**src/rtl/sdram_aref.sv**
```systemverilog
// rtl/sdram_aref.sv - SDRAM auto-refresh request and command sequencer
//
// Requests a refresh every REF_PERIOD cycles once SDRAM init is complete.
// When the arbiter grants, it issues PRE (all banks), waits T_RP, issues
// AREF, waits T_RFC and then pulses flag_aref_end.
//
// Ports:
//   sclk          - clock, rising edge
//   s_rst         - synchronous active-high reset
//   flag_init_end - SDRAM power-up init complete (level)
//   aref_en       - arbiter grant, honoured only while aref_req is high
//   aref_req      - refresh request to the arbiter
//   aref_cmd      - registered {cs_n,ras_n,cas_n,we_n}
//   aref_addr     - registered address (A10 set during PRE)
//   flag_aref_end - one-cycle pulse in the final cycle of a sequence
//   ref_miss      - one-cycle pulse when an interval elapses unserved
module sdram_aref #(
  parameter int REF_PERIOD = 750,
  parameter int T_RP       = 2,
  parameter int T_RFC      = 7
) (
  input  logic        sclk,
  input  logic        s_rst,
  input  logic        flag_init_end,
  input  logic        aref_en,
  output logic        aref_req,
  output logic [3:0]  aref_cmd,
  output logic [11:0] aref_addr,
  output logic        flag_aref_end,
  output logic        ref_miss
);

  localparam int CW = (REF_PERIOD > 1) ? $clog2(REF_PERIOD) : 1;

  localparam logic [2:0] ST_IDLE     = 3'd0;
  localparam logic [2:0] ST_PRE      = 3'd1;
  localparam logic [2:0] ST_WAIT_RP  = 3'd2;
  localparam logic [2:0] ST_AREF     = 3'd3;
  localparam logic [2:0] ST_WAIT_RFC = 3'd4;
  localparam logic [2:0] ST_DONE     = 3'd5;

  localparam logic [3:0] CMD_NOP  = 4'b0111;
  localparam logic [3:0] CMD_PRE  = 4'b0010;
  localparam logic [3:0] CMD_AREF = 4'b0001;

  logic [CW-1:0] cnt_q, cnt_d;
  logic          pending_q, pending_d;
  logic [2:0]    state_q, state_d;
  logic [15:0]   wait_q, wait_d;
  logic [3:0]    cmd_q, cmd_d;
  logic [11:0]   addr_q, addr_d;
  logic          fend_q, fend_d;
  logic          miss_q, miss_d;
  logic          tick;
  logic          grant;

  assign tick  = flag_init_end && (cnt_q == CW'(REF_PERIOD - 1));
  assign grant = aref_req && aref_en;

  // Interval counter and pending request. A tick outranks the grant's
  // clear so a request born in the grant cycle is not lost.
  always_comb begin
    cnt_d     = cnt_q;
    pending_d = pending_q;
    miss_d    = 1'b0;
    if (!flag_init_end) begin
      cnt_d     = '0;
      pending_d = 1'b0;
    end else begin
      cnt_d = tick ? '0 : cnt_q + CW'(1);
      if (tick) begin
        pending_d = 1'b1;
        // A grant in the tick cycle consumes the old request, so only an
        // unserved one counts as missed.
        miss_d    = pending_q && !grant;
      end else if (grant) begin
        pending_d = 1'b0;
      end
    end
  end

  // Sequencer. wait_q counts cycles spent in the two wait states; a wait
  // state is skipped entirely when its spacing is a single cycle.
  always_comb begin
    state_d = state_q;
    wait_d  = wait_q;
    case (state_q)
      ST_IDLE: begin
        if (grant) state_d = ST_PRE;
      end
      ST_PRE: begin
        wait_d  = '0;
        state_d = (T_RP > 1) ? ST_WAIT_RP : ST_AREF;
      end
      ST_WAIT_RP: begin
        if (wait_q == 16'(T_RP - 2)) state_d = ST_AREF;
        else                         wait_d  = wait_q + 16'd1;
      end
      ST_AREF: begin
        wait_d  = '0;
        state_d = (T_RFC > 1) ? ST_WAIT_RFC : ST_DONE;
      end
      ST_WAIT_RFC: begin
        if (wait_q == 16'(T_RFC - 2)) state_d = ST_DONE;
        else                          wait_d  = wait_q + 16'd1;
      end
      ST_DONE: begin
        state_d = ST_IDLE;
      end
      default: begin
        state_d = ST_IDLE;
      end
    endcase
  end

  // Outputs are decoded from the next state so they line up with the state
  // register in the cycle the state is occupied.
  always_comb begin
    cmd_d  = CMD_NOP;
    addr_d = 12'h000;
    fend_d = 1'b0;
    case (state_d)
      ST_PRE: begin
        cmd_d  = CMD_PRE;
        addr_d = 12'h400;
      end
      ST_AREF: cmd_d  = CMD_AREF;
      ST_DONE: fend_d = 1'b1;
      default: ;
    endcase
  end

  always_ff @(posedge sclk) begin
    if (s_rst) begin
      cnt_q     <= '0;
      pending_q <= 1'b0;
      state_q   <= ST_IDLE;
      wait_q    <= '0;
      cmd_q     <= CMD_NOP;
      addr_q    <= 12'h000;
      fend_q    <= 1'b0;
      miss_q    <= 1'b0;
    end else begin
      cnt_q     <= cnt_d;
      pending_q <= pending_d;
      state_q   <= state_d;
      wait_q    <= wait_d;
      cmd_q     <= cmd_d;
      addr_q    <= addr_d;
      fend_q    <= fend_d;
      miss_q    <= miss_d;
    end
  end

  assign aref_req      = pending_q && (state_q == ST_IDLE);
  assign aref_cmd      = cmd_q;
  assign aref_addr     = addr_q;
  assign flag_aref_end = fend_q;
  assign ref_miss      = miss_q;

endmodule
```
**config.mk**
```make
export PLATFORM = sky130hd
export DESIGN_NAME = sdram_aref
export DESIGN_NICKNAME = d
export VERILOG_FILES = /design/src/rtl/sdram_aref.sv
export SDC_FILE = /design/constraint.sdc
export NUM_CORES = 1
export LEC_CHECK = 0
export CORE_MARGIN = 4
export CORE_UTILIZATION = 30
export CTS_CLUSTER_SIZE = 24
export DETAILED_ROUTE_END_ITERATION = 8
export DONT_BUFFER_PORTS = 1
export PLACE_DENSITY = 0.53
export SYNTH_ARGS = -nofsm -noshare
export SYNTH_HDL_FRONTEND = slang
export SYNTH_SLANG_ARGS = --single-unit
```
**constraint.sdc**
```tcl
create_clock -name sclk -period 3.55 [get_ports sclk]
set_input_delay 0.71 -clock sclk [delete_from_list [all_inputs] [get_ports sclk]]
set_output_delay 0.71 -clock sclk [all_outputs]
set_load 0.005 [all_outputs]
```
# After elaboration in Yosys (flattened, before gate mapping)
# Cells that the tools add are included.
dict set report totals {
  register_bits 48
  inputBits 4
  out_inout_bits 19
  wordCells 49
}
dict set report classes {
  addsub 2
  n_eq_ne 11
  muxes 12
  n_bitwise 2
  n_reduce_logical 14
}
# cell n
set ops {}
lappend ops {{16-bit one-hot mux with 3 select lines} 1}
lappend ops {{16-bit two-way mux} 2}
lappend ops {{16-bit by 1-bit adder with 16-bit output (second input constant)} 1}
lappend ops {{16-bit by 3-bit == test with 1-bit output (second input constant)} 1}
lappend ops {{16-bit zero test} 1}
lappend ops {{3-bit one-hot mux with 5 select lines} 1}
lappend ops {{11-bit two-way mux} 1}
lappend ops {{10-bit by 1-bit adder with 10-bit output (second input constant)} 1}
lappend ops {{10-bit == test (second input constant)} 1}
lappend ops {{3-bit by 2-bit == test with 1-bit output (second input constant)} 3}
lappend ops {{3-bit two-way mux} 3}
lappend ops {{3-bit by 1-bit == test with 1-bit output (second input constant)} 2}
lappend ops {{3-bit == test (second input constant)} 2}
lappend ops {{3-bit one-hot mux with 2 select lines} 1}
lappend ops {{3-bit OR reduction} 2}
lappend ops {{1-bit logical AND} 4}
lappend ops {{2-bit inequality test (second input constant)} 2}
lappend ops {{2-bit OR reduction} 2}
lappend ops {{3-bit zero test} 1}
lappend ops {{1-bit two-way mux} 3}
lappend ops {{3-bit AND reduction} 1}
lappend ops {{3-bit nonzero test} 1}
lappend ops {{1-bit inverter} 2}
lappend ops {{2-bit nonzero test} 1}
lappend ops {{1-bit zero test} 1}

# Depth between registers and ports, before layout
# Gate-level depths: netlist of the first run.
dict set report depth {
  word_depth 7
  mapped_depth 7
  depth_no_buf 6
}

# Worst setup path after synthesis of the first run
# OpenSTA, ideal clock, no wires.
dict set report synth_timing {
  path_kind {flip-flop to flip-flop}
  start {reg wait_q[1]}
  end {reg wait_q[0]}
  arrival_ns 1.590
  required_ns 3.429
  setup_slack_ns 1.840
  path_stages_with_launch 7
  path_buffers 0
  cell_sequence {dfxtp_1 > inv_1 > ha_1 > and4b_2 > a22o_1 > a21oi_1 > mux2_2}
}
dict set report synth_via {
  elab_chain_cells 3
  elab_cells_between_ends 5
  classes_between {eq/ne: 3; reduce/logical: 2}
}
# element line_no
set synth_lines {}
lappend synth_lines {{from (decl)} 49} ;# logic [15:0] wait_q, wait_d;
lappend synth_lines {{from (signal assigned)} 147} ;# wait_q <= wait_d;
lappend synth_lines {{16-bit by 3-bit == test with 1-bit output / 16-bit zero test (equally long branches)} {104, 96}}
lappend synth_lines {{2-bit inequality test (no line)} -}
lappend synth_lines {{3-bit AND reduction (no line) (*)} -}
# Every way passes the cells marked *; elsewhere a longest branch is shown, timed or not.
# A chain may end at the register's enable or synchronous reset.

# Worst setup path after layout of the first run
dict set report layout_timing {
  start {reg state_q[0]}
  end {reg wait_q[15]}
}
dict set report layout_via {
  elab_chain_cells 4
  elab_cells_between_ends 10
  classes_between {eq/ne: 6; mux: 1; reduce/logical: 3}
}
# element line_no
set layout_lines {}
lappend layout_lines {{from (decl)} 48} ;# logic [2:0] state_q, state_d;
lappend layout_lines {{from (signal assigned)} 146} ;# state_q <= state_d;
lappend layout_lines {{3-bit by 2-bit == test with 1-bit output / 3-bit by 1-bit == test with 1-bit output (equally long branches)} 87} ;# case (state_q)
lappend layout_lines {{2-bit OR reduction (no line)} -}
lappend layout_lines {{3-bit nonzero test (no line)} -}
lappend layout_lines {{3-bit AND reduction (no line)} -}
# Parallel ways exist; a longest one is shown, timed or not.

==> key figures, run 1 <==
Timing
  • Hold Slack: ~0.5 ns
  • Fin crit share: 0.552
  • RSZ-0062 raised after global routing: no
  • Fmax: between 0.5 and 0.6 GHz
  • Setup TNS: 0 ns
  • Worst Max-Slew Pin Slew: roughly 0.53 ns
  • Fin. max-slew vios: 0
  • Period minus WS final: roughly 2.0 ns
  • Final clock skew: about 0.0086 ns
  • Slew margin rel.: 0.649
  • Final setup viols: 0
  • Final Hold Fails: 0

Global route
  • GRT Total Usage: 0.101
  • Largest net degree at the start of global routing: 16
  • First-pass GRT wire length: approximately 5900 um
  • Initial antenna violation count: 0
  • Vias in the first global route: around 1,200
  • Global route total overflow: 0

Finish
  • Nets: between 200 and 250
  • Design area: roughly 0.0019 mm2
  • # fillers: 595
  • Area Overhead vs Synth: 5.74%
  • Fraction of layout cells with a size suffix above 1: 0.0653
  • Sequential cell area: just over 700 um2
  • ANT cells: 0
  • Multi-input gate area: 927 um2

Job
  • Max Cap Viol: 0

Detailed routing
  • Vias: 1,330
  • DR vias/cell: around 5
  • Initial DRC Count: 41
  • Routed Antenna Nets: 0
  • Routed len/inst: approximately 12 um
  • DRT Pass-1 Iters: 4
  • Final WL: between 3000 and 4000 um
  • # DRC: 0

Power and ir drop
  • Power Dens Cells: 409 mW/mm2
  • Peak supply drop: ~0.25 mV
  • Pleak: ~0.64 nW

Logic synthesis
  • Post-synth EDFFs: 0
  • Top_reg_cell synth: dfxtp_1
  • FF+latch count, synth: 36
  • Register area share after synthesis: 0.408
  • YS warnings: 0
  • Top cell type's share of synthesized area: 0.408
  • Async SR Flop Fraction: 0
  • Top cells by area, synth: dfxtp_1 (41%), buf_4 (5.5%), xor2_1 (4.5%)
  • Syn Area/Cell: between 8 and 9 um2
  • Largest area contributor in the netlist: dfxtp_1
  • Synth cell types: 40
  • Synth Cell Area: about 0.0018 mm2
  • Mapped Cells: 201

Placement
  • Input/output buffers: 0
  • Placed cell area: between 0.0015 and 0.002 mm2
  • Placer Congestion: about 0.74
  • Post-DP HPWL: between 2000 and 2500 um

Status
  • Status: finished clean

Critical path
  • Worst setup EP type: register
  • CP Cell Sequence: or3_1, nand3_1, or4_1, a21oi_1
  • CP startpoint kind: register
  • Setup CP Type: register to register
  • Max stage delay on crit path: around 0.56 ns
  • Data arrival time of the critical path: approximately 2.2 ns
  • Worst reg2reg setup slack: between 1.5 and 2 ns
  • CP Buf/Inv Count: 0
  • Top cell family by delay on the critical path: simple AND/OR/NAND/NOR gates
  • Worst Path Required: between 3 and 4 ns
  • CP max FO: 12
  • CP max stage cell: or4_1

Clock tree
  • Num Clock Sinks: 36
  • CTS Hold Buffers Added: 0
  • Root buffer cell: clkbuf_8
  • Clk Latency, worst-skew pair: ~0.28 ns
  • CTS resizes: 0
  • TritonCTS clock tree: built
  • Setup Buffers After CTS: 0
  • Clk buf depth: 2
  • H-tree levels: 2
  • Number of buffers created by CTS: 5
  • CTS clk-pin slew, worst paths: 0.07 ns

Floorplan
  • Die Ht: about 85 um
  • Initial core utilization: 0.315
  • Chip width: between 80 and 90 um
  • Die area: 0.00718 mm2
  • Core Footprint: approximately 0.0056 mm2
  • Row cnt: 27
  • Ports: 23

Worst hold path
  • Hold WC Path Type: register to register
worst min-delay path: cells and delay by family (launching register included):
kind / cells / cell delay [ns]
AO/OA/AOI/OAI: 2 / 0.12
flip-flops: 1 / 0.32
layout by cell type (no fill, tap or decap), types with 6 or more instances in the layout:
master,count
dfxtp_1,36
nor2_1,18
a21oi_1,15
nand2_1,14
conb_1,12
xor2_1,9
nand3_1,8
or4_1,8
nand4_1,7
inv_1,6
o31ai_1,6
flip-flops by register name, indices dropped and copies added (netlist names):
signal,count
wait_q,16
aref_addr,1
ref_miss,1
flag_aref_end,1
state_q,3
aref_cmd,3
cnt_q,10
pending_q,1
report_power, final:
part,internal (W),total [W],switching (W)
Clock,0.000208,0.000346,0.000137
Sequential,0.000405,0.000406,0.00000128
Combinational,0.00000262,0.0000130,0.0000104
per-layer routing:
metal	part of all wire	track usage	up-vias
li1	-	-	686
met3	0.042	0.0343	4
met4	0.014	0.0432	0
met5	0	0	-
met1	0.50	0.140	621
met2	0.45	0.142	19
synth_stat cells, drive strengths merged, types with 6 or more instances:
master and count:
dfxtp 36, nor2 18, buf 16, a21oi 15, nand2 14, nand3 10, xor2 9, or4 8
nand4 7, inv 6, o21ai 6, o31ai 6
layout make-up:
| class | instances | share of cell area |
|---|---|---|
| inverter | 6 | 0.0121 |
| tap | 72 | 0.0482 |
| multi-input combinational | 149 | 0.496 |
| clock inverter | 2 | 0.0188 |
| sequential | 36 | 0.386 |
| clock buffer | 6 | 0.0388 |
path summary, 6_finish.rpt:
path	startpoint	to	cells past startpoint
worst max-delay path	state_q[0]$_SDFF_PP0_	wait_q[15]$_SDFFE_PP0P_	4
worst min-delay path	wait_q[15]$_SDFFE_PP0P_	wait_q[15]$_SDFFE_PP0P_	2
worst max register to register	state_q[0]$_SDFF_PP0_	wait_q[15]$_SDFFE_PP0P_	4
worst min register to register	wait_q[15]$_SDFFE_PP0P_	wait_q[15]$_SDFFE_PP0P_	2
through the flow:
step | instances | util | setup slack, ns | total power, W
6_report | 271 | 0.333 | 1.59 | 0.000765
2_1_floorplan | 212 | - | 1.84 | 0.000436
3_5_place_dp | 263 | 0.314 | 1.61 | 0.000428
5_1_grt | 271 | 0.333 | 1.36 | 0.000805
4_1_cts | 271 | 0.333 | 1.59 | 0.000778
3_3_place_gp | 263 | 0.314 | 1.66 | 0.000428
kinds of logic (layout without fill, tap and decap cells):
family	after synthesis	after routing	share of synthesized area
and+or+nand+nor	84	84	0.271
xor gates and xnor gates	11	11	0.0545
DFF	36	36	0.408
AOI/OAI and AO/OA	35	35	0.127
other	1	12	0.00212
adders and majority gates	5	5	0.0354
muxes	2	2	0.0120
buffers and inverters	27	14	0.0906
No activity file was read; power rests on OpenSTA's default activity.
==> run 2: changes to the inputs <==
--- a/config.mk
+++ b/config.mk
@@ -10,7 +10,7 @@
 export CTS_CLUSTER_SIZE = 24
 export DETAILED_ROUTE_END_ITERATION = 8
 export DONT_BUFFER_PORTS = 1
-export PLACE_DENSITY = 0.53
+export PLACE_DENSITY = 0.54
 export SYNTH_ARGS = -nofsm -noshare
 export SYNTH_HDL_FRONTEND = slang
 export SYNTH_SLANG_ARGS = --single-unit
==> constraint.sdc (replaced) <==
create_clock -name sclk -period 1.7 [get_ports sclk]
set_input_delay 0.34 -clock sclk [delete_from_list [all_inputs] [get_ports sclk]]
set_output_delay 0.34 -clock sclk [all_outputs]
set_load 0.005 [all_outputs]
==> key figures, run 2 (synthesized netlist as in run 1, its figures left out) <==
Floorplan
  • Core Footprint: 0.00561 mm2 (unchanged)
  • Die area: 0.00718 mm2 (unchanged)
  • Die Ht: 84.7 um (unchanged)
  • Row cnt: 27 (unchanged)
  • Chip width: 84.7 um (unchanged)
  • Initial core utilization: 0.315 (unchanged)
  • Ports: 23 (unchanged)

Finish
  • Area Overhead vs Synth: 13.5%
  • ANT cells: 0 (unchanged)
  • Largest Register: wait_q
  • Max reg flops: 16 (unchanged)
  • Most common cell after layout, fill and taps aside: dfxtp_1
  • Most frequent cells in the layout: dfxtp_1 (33), nor2_1 (18), buf_4 (15), a21oi_1 (14), nand2_1 (14)
  • Nets: 223 (+7.7%)
  • Final core occ: 0.358 (+0.0245)
  • Final instance count without filler cells: 286 (+5.5%)
  • Top flop regs: wait_q x16, cnt_q x10
  • Fraction of layout cells with a size suffix above 1: 0.182 (+0.117)

Timing
  • Final setup viols: 0 (unchanged)
  • Fin. max-slew vios: 0 (unchanged)
  • Final Hold Fails: 0 (unchanged)
  • Fmax: 0.595 GHz (+17%)
  • Period minus WS final: 1.68 ns (-0.277 ns)
  • RSZ-0062 raised after global routing: yes
  • Final setup margin: 0.0190 ns (-1.57 ns)
  • Final clock skew: 0.00312 ns (-0.00550 ns)
  • Setup TNS: 0 ns (unchanged)
  • Fin crit share: 0.989 (+0.437)

Worst hold path
  • Hold WC Path Type: primary input to register
  • Hold wc startpoint: s_rst

Clock tree
  • CTS clk-pin slew, worst paths: 0.07 ns (about the same)
  • Clk Latency, worst-skew pair: 0.28 ns (about the same)
  • TritonCTS clock tree: built
  • Root buffer cell: clkbuf_8
  • CTS Hold Buffers Added: 0 (unchanged)
  • H-tree levels: 2 (unchanged)
  • Clk buf depth: 2 (unchanged)
  • Num Clock Sinks: 36 (unchanged)
  • Number of buffers created by CTS: 5 (unchanged)

Critical path
  • Data arrival time of the critical path: 1.85 ns (-0.32 ns)
  • Worst setup path start: wait_q[0]$_SDFFE_PP0P_
  • Worst Path Required: 1.87 ns (-1.89 ns)
  • Worst r2r src: wait_q[0]$_SDFFE_PP0P_
  • CP startpoint kind: register
  • Setup CP Type: register to register
  • Worst setup EP type: register
  • CP max FO: 5 (-7)

Detailed routing
  • Vias: 1,382 (+3.9%)
  • DRT Pass-1 Iters: 4 (unchanged)
  • Final WL: 3500 um (+6.3%)
  • # DRC: 0 (unchanged)
  • Routed Antenna Nets: 0 (unchanged)
  • DR vias/cell: 4.83 (-1.5%)
  • Initial DRC Count: 60 (+46%)
  • Routed len/inst: 12.2 um (+0.74%)

Global route
  • M1 GR Usage: 0.136 (-0.00421)
  • First-pass GRT wire length: 5870 um (-0.24%)
  • GRT Total Usage: 0.102 (+0.00119)
  • Most Crowded Layer GR: met2
  • Global route total overflow: 0 (unchanged)
  • Vias in the first global route: 1,250 (+1.3%)
  • Routing usage on met3: 0.0363 (+0.00196)
  • Met2 usage: 0.142 (unchanged)
  • Largest net degree at the start of global routing: 15 (-1)
  • Initial antenna violation count: 0 (unchanged)

Power and ir drop
  • Peak supply drop: 0.491 mV (+93%)
  • Power Dens Cells: 720 mW/mm2 (+76%)
  • Pleak: 0.720 nW (+12%)

Status
  • Status: finished clean

Placement
  • Place WS: -0.0343 ns (-1.64 ns)
  • Post-DP HPWL: 2500 um (+6.0%)
  • Placer Congestion: 0.849 (+15%)
  • Input/output buffers: 0 (unchanged)
  • Inst Count DP: 279 (+6.1%)

Job
  • Max Cap Viol: 0 (unchanged)
run 2: changes by cell type in the layout (fill, tap and decap cells not counted), moves of 2 or more:
cell / delta
dfxtp_1: -3
o21ai_1: +2
buf_4: +15
o21ai_0: -2
dfxtp_2: +3
run 2: layout make-up:
class	instances	area, um2
Clock inverter	1	5.00
Sequential cell	36	724
Clock buffer	6	72.6
Tap cell	72	90.1
Fill cell	612	3600
Inverter	6	22.5
Timing Repair Buffer	16	124
Multi-Input combinational cell	149	967
run 2: timing repair:
item | in CTS | in global routing
resized for setup | 2 | 12
endpoints found under the setup margin | 3 | 10
setup buffers | 0 | 0
pin swaps | 1 | 1
run 2: final timing paths:
| kind | end | slack [ns] | cells past startpoint |
|---|---|---|---|
| max | wait_q[0]$_SDFFE_PP0P_ | 0.02 | 6 |
| min | state_q[2]$_SDFF_PP0_ | 0.12 | 1 |
| max reg2reg | wait_q[0]$_SDFFE_PP0P_ | 0.02 | 6 |
| min reg2reg | wait_q[15]$_SDFFE_PP0P_ | 0.48 | 2 |
run 2: critical path: stages, from the launching register on:
cell and delay [ns]:
dfxtp_2 0.37, inv_1 0.07, ha_1 0.19, nor4bb_2 0.17
a22o_4 0.24, a21oi_2 0.17, mux2_2 0.34
run 2: per-layer routing:
metal	vias to the layer above	part of all wire
met1	641	0.50
met5	-	0
met2	19	0.44
met4	0	0.017
li1	718	-
met3	4	0.043
run 2: per-stage QoR:
stage	hold WS (ns)	power [W]	instance area [um2]
6_report	0.118	0.00144	2010
5_1_grt	0.0956	0.00153	2010
4_1_cts	0.107	0.00147	1960
3_5_place_dp	0.416	0.000898	1880
3_3_place_gp	0.415	0.000898	1880
2_1_floorplan	0.441	0.000911	1810
run 2: power by group:
part	switching [W]	total, W	internal, W
Sequential	0.00000250	0.000848	0.000845
Clock	0.000286	0.000564	0.000278
Combinational	0.0000224	0.0000310	0.00000854
==> run 3: changes to the inputs <==
--- a/config.mk
+++ b/config.mk
@@ -5,12 +5,15 @@
 export SDC_FILE = /design/constraint.sdc
 export NUM_CORES = 1
 export LEC_CHECK = 0
+export CAP_MARGIN = 20
+export CELL_PAD_IN_SITES_DETAIL_PLACEMENT = 1
+export CELL_PAD_IN_SITES_GLOBAL_PLACEMENT = 1
 export CORE_MARGIN = 4
 export CORE_UTILIZATION = 30
 export CTS_CLUSTER_SIZE = 24
 export DETAILED_ROUTE_END_ITERATION = 8
 export DONT_BUFFER_PORTS = 1
-export PLACE_DENSITY = 0.54
+export PLACE_DENSITY = 0.65
 export SYNTH_ARGS = -nofsm -noshare
 export SYNTH_HDL_FRONTEND = slang
 export SYNTH_SLANG_ARGS = --single-unit
==> key figures, run 3 (synthesized netlist as in run 1, its figures left out) <==
Clock tree
  • H-tree levels: 2 (unchanged)
  • Num Clock Sinks: 36 (unchanged)
  • Clk buf depth: 2 (unchanged)
  • Clk Latency, worst-skew pair: 0.29 ns (about the same)
  • TritonCTS clock tree: built
  • CTS Hold Buffers Added: 0 (unchanged)
  • CTS clk-pin slew, worst paths: 0.07 ns (about the same)
  • Number of buffers created by CTS: 5 (unchanged)
  • Root buffer cell: clkbuf_8

Global route
  • First-pass GRT wire length: 6690 um (+14%)
  • Initial antenna violation count: 0 (unchanged)
  • Largest net degree at the start of global routing: 15 (unchanged)
  • GRT Total Usage: 0.115 (+0.0121)
  • Vias in the first global route: 1,420 (+14%)
  • Global route total overflow: 0 (unchanged)

Timing
  • Fmax: 0.610 GHz (+2.6%)
  • Final setup viols: 0 (unchanged)
  • Fin crit share: 0.964 (-0.0247)
  • Fin. max-slew vios: 0 (unchanged)
  • Period minus WS final: 1.64 ns (-0.0420 ns)
  • Final Hold Fails: 0 (unchanged)
  • Hold Slack: 0.112 ns (-0.00676 ns)
  • Final clock skew: 0.00709 ns (+0.00397 ns)
  • RSZ-0062 raised after global routing: yes
  • Final setup margin: 0.0610 ns (+0.0420 ns)

Worst hold path
  • Hold wc startpoint: s_rst
  • Hold Crit Depth: 1 (unchanged)
  • Hold WC Path Type: primary input to register
  • WHS Endpoint: state_q[0]$_SDFF_PP0_

Floorplan
  • Initial core utilization: 0.315 (unchanged)
  • Row cnt: 27 (unchanged)
  • Core Footprint: 0.00561 mm2 (unchanged)
  • Die Ht: 84.7 um (unchanged)
  • Die area: 0.00718 mm2 (unchanged)
  • Chip width: 84.7 um (unchanged)
  • Ports: 23 (unchanged)

Detailed routing
  • Routed len/inst: 12.7 um (+4.1%)
  • # DRC: 0 (unchanged)
  • DRT Pass-1 Iters: 4 (unchanged)
  • Routed Antenna Nets: 0 (unchanged)
  • Vias: 1,392 (+0.72%)
  • Final WL: 3710 um (+5.9%)
  • DR vias/cell: 4.78 (-1.0%)
  • Initial DRC Count: 53 (-12%)

Critical path
  • CP max FO: 5 (unchanged)
  • Setup CP Type: register to register
  • Worst setup EP type: register
  • CP startpoint kind: register
  • Worst reg2reg setup slack: 0.06 ns (+0.04 ns)
  • Data arrival time of the critical path: 1.86 ns (about the same)
  • Worst r2r src: wait_q[0]$_SDFFE_PP0P_
  • R2r endpoint: wait_q[3]$_SDFFE_PP0P_
  • Worst Path Required: 1.92 ns (+0.05 ns)
  • R2R depth: 6 (unchanged)

Finish
  • Most frequent cells in the layout: dfxtp_1 (30), buf_4 (20), nor2_1 (18), a21oi_1 (14), nand2_1 (14)
  • Max reg flops: 16 (unchanged)
  • Final core occ: 0.364 (+0.00625)
  • ANT cells: 0 (unchanged)
  • Largest Register: wait_q
  • Nets: 227 (+1.8%)
  • Fraction of layout cells with a size suffix above 1: 0.201 (+0.0187)
  • Top flop regs: wait_q x16, cnt_q x10
  • Design area: 0.00204 mm2 (+1.7%)
  • Most common cell after layout, fill and taps aside: dfxtp_1
  • Area Overhead vs Synth: 15.5%

Placement
  • Input/output buffers: 0 (unchanged)
  • Placed cell area: 0.00191 mm2 (+1.2%)
  • Placer Congestion: 0.774 (-8.8%)
  • Place WS: 0.000855 ns (+0.0351 ns)
  • Post-DP HPWL: 2770 um (+11%)

Power and ir drop
  • Peak supply drop: 0.433 mV (-12%)
  • Pleak: 0.745 nW (+3.5%)
  • Power Dens Cells: 741 mW/mm2 (+3.0%)

Job
  • Max Cap Viol: 0 (unchanged)

Status
  • Status: finished clean
-- run 3: cell types whose count changed in the layout (fill, tap and decap cells not counted), sizes merged --
cell and delta:
clkinv -1, clkbuf +1, clkinvlp +1, buf +4
-- run 3: routing by layer --
layer  part of all wire  GRT usage
met1               0.46      0.137
met2               0.49      0.189
met3              0.033     0.0343
met4              0.019     0.0518
met5                  0          0
-- run 3: worst max-delay path by stage --
stage                             endpoint  slack [ns]              startpoint
global route        wait_q[3]$_SDFFE_PP0P_       -0.01  wait_q[1]$_SDFFE_PP0P_
finish              wait_q[3]$_SDFFE_PP0P_        0.06  wait_q[0]$_SDFFE_PP0P_
global placement    wait_q[2]$_SDFFE_PP0P_        0.02  wait_q[0]$_SDFFE_PP0P_
floorplan           wait_q[0]$_SDFFE_PP0P_        0.03  wait_q[1]$_SDFFE_PP0P_
detailed placement  wait_q[3]$_SDFFE_PP0P_      0.0009  wait_q[1]$_SDFFE_PP0P_
CTS                 wait_q[3]$_SDFFE_PP0P_        0.01  wait_q[1]$_SDFFE_PP0P_
-- run 3: layout make-up --
type | instances | area, um2
Timing Repair Buffer | 20 | 150
Clock inverter | 1 | 7.51
Tap cell | 72 | 90.1
Inverter | 6 | 22.5
Fill cell | 682 | 3570
Clock buffer | 7 | 86.3
Multi-Input combinational cell | 149 | 953
Sequential cell | 36 | 731
-- run 3: stage by stage --
stage	TNS, ns	power (W)	cells
after global placement	0	0.000896	282
after CTS	0	0.00154	290
after detailed placement	0	0.000896	282
final	0	0.00151	291
after global routing	-0.0165	0.00159	291
after floorplan	0	0.000911	212
-- run 3: critical path: stages, from the launching register on --
cell and delay (ns):
dfxtp_4 0.36, ha_1 0.19, and4b_2 0.21, a22o_4 0.26, buf_4 0.14, a2111o_1 0.35, o21ai_1 0.07
-- run 3: power by group --
group          total [W]  switching, W  internal (W)
combinational  0.0000289     0.0000219    0.00000702
sequential      0.000846    0.00000272      0.000843
clock           0.000638      0.000308      0.000329
-- run 3: what timing repair did --
| action | CTS | global route |
|---|---|---|
| pin swaps | 1 | 1 |
| endpoints found under the hold margin | 0 | 0 |
| buffers inserted | 0 | 1 |
| gates resized for setup | 1 | 12 |
| endpoints found under the setup margin | 2 | 9 |
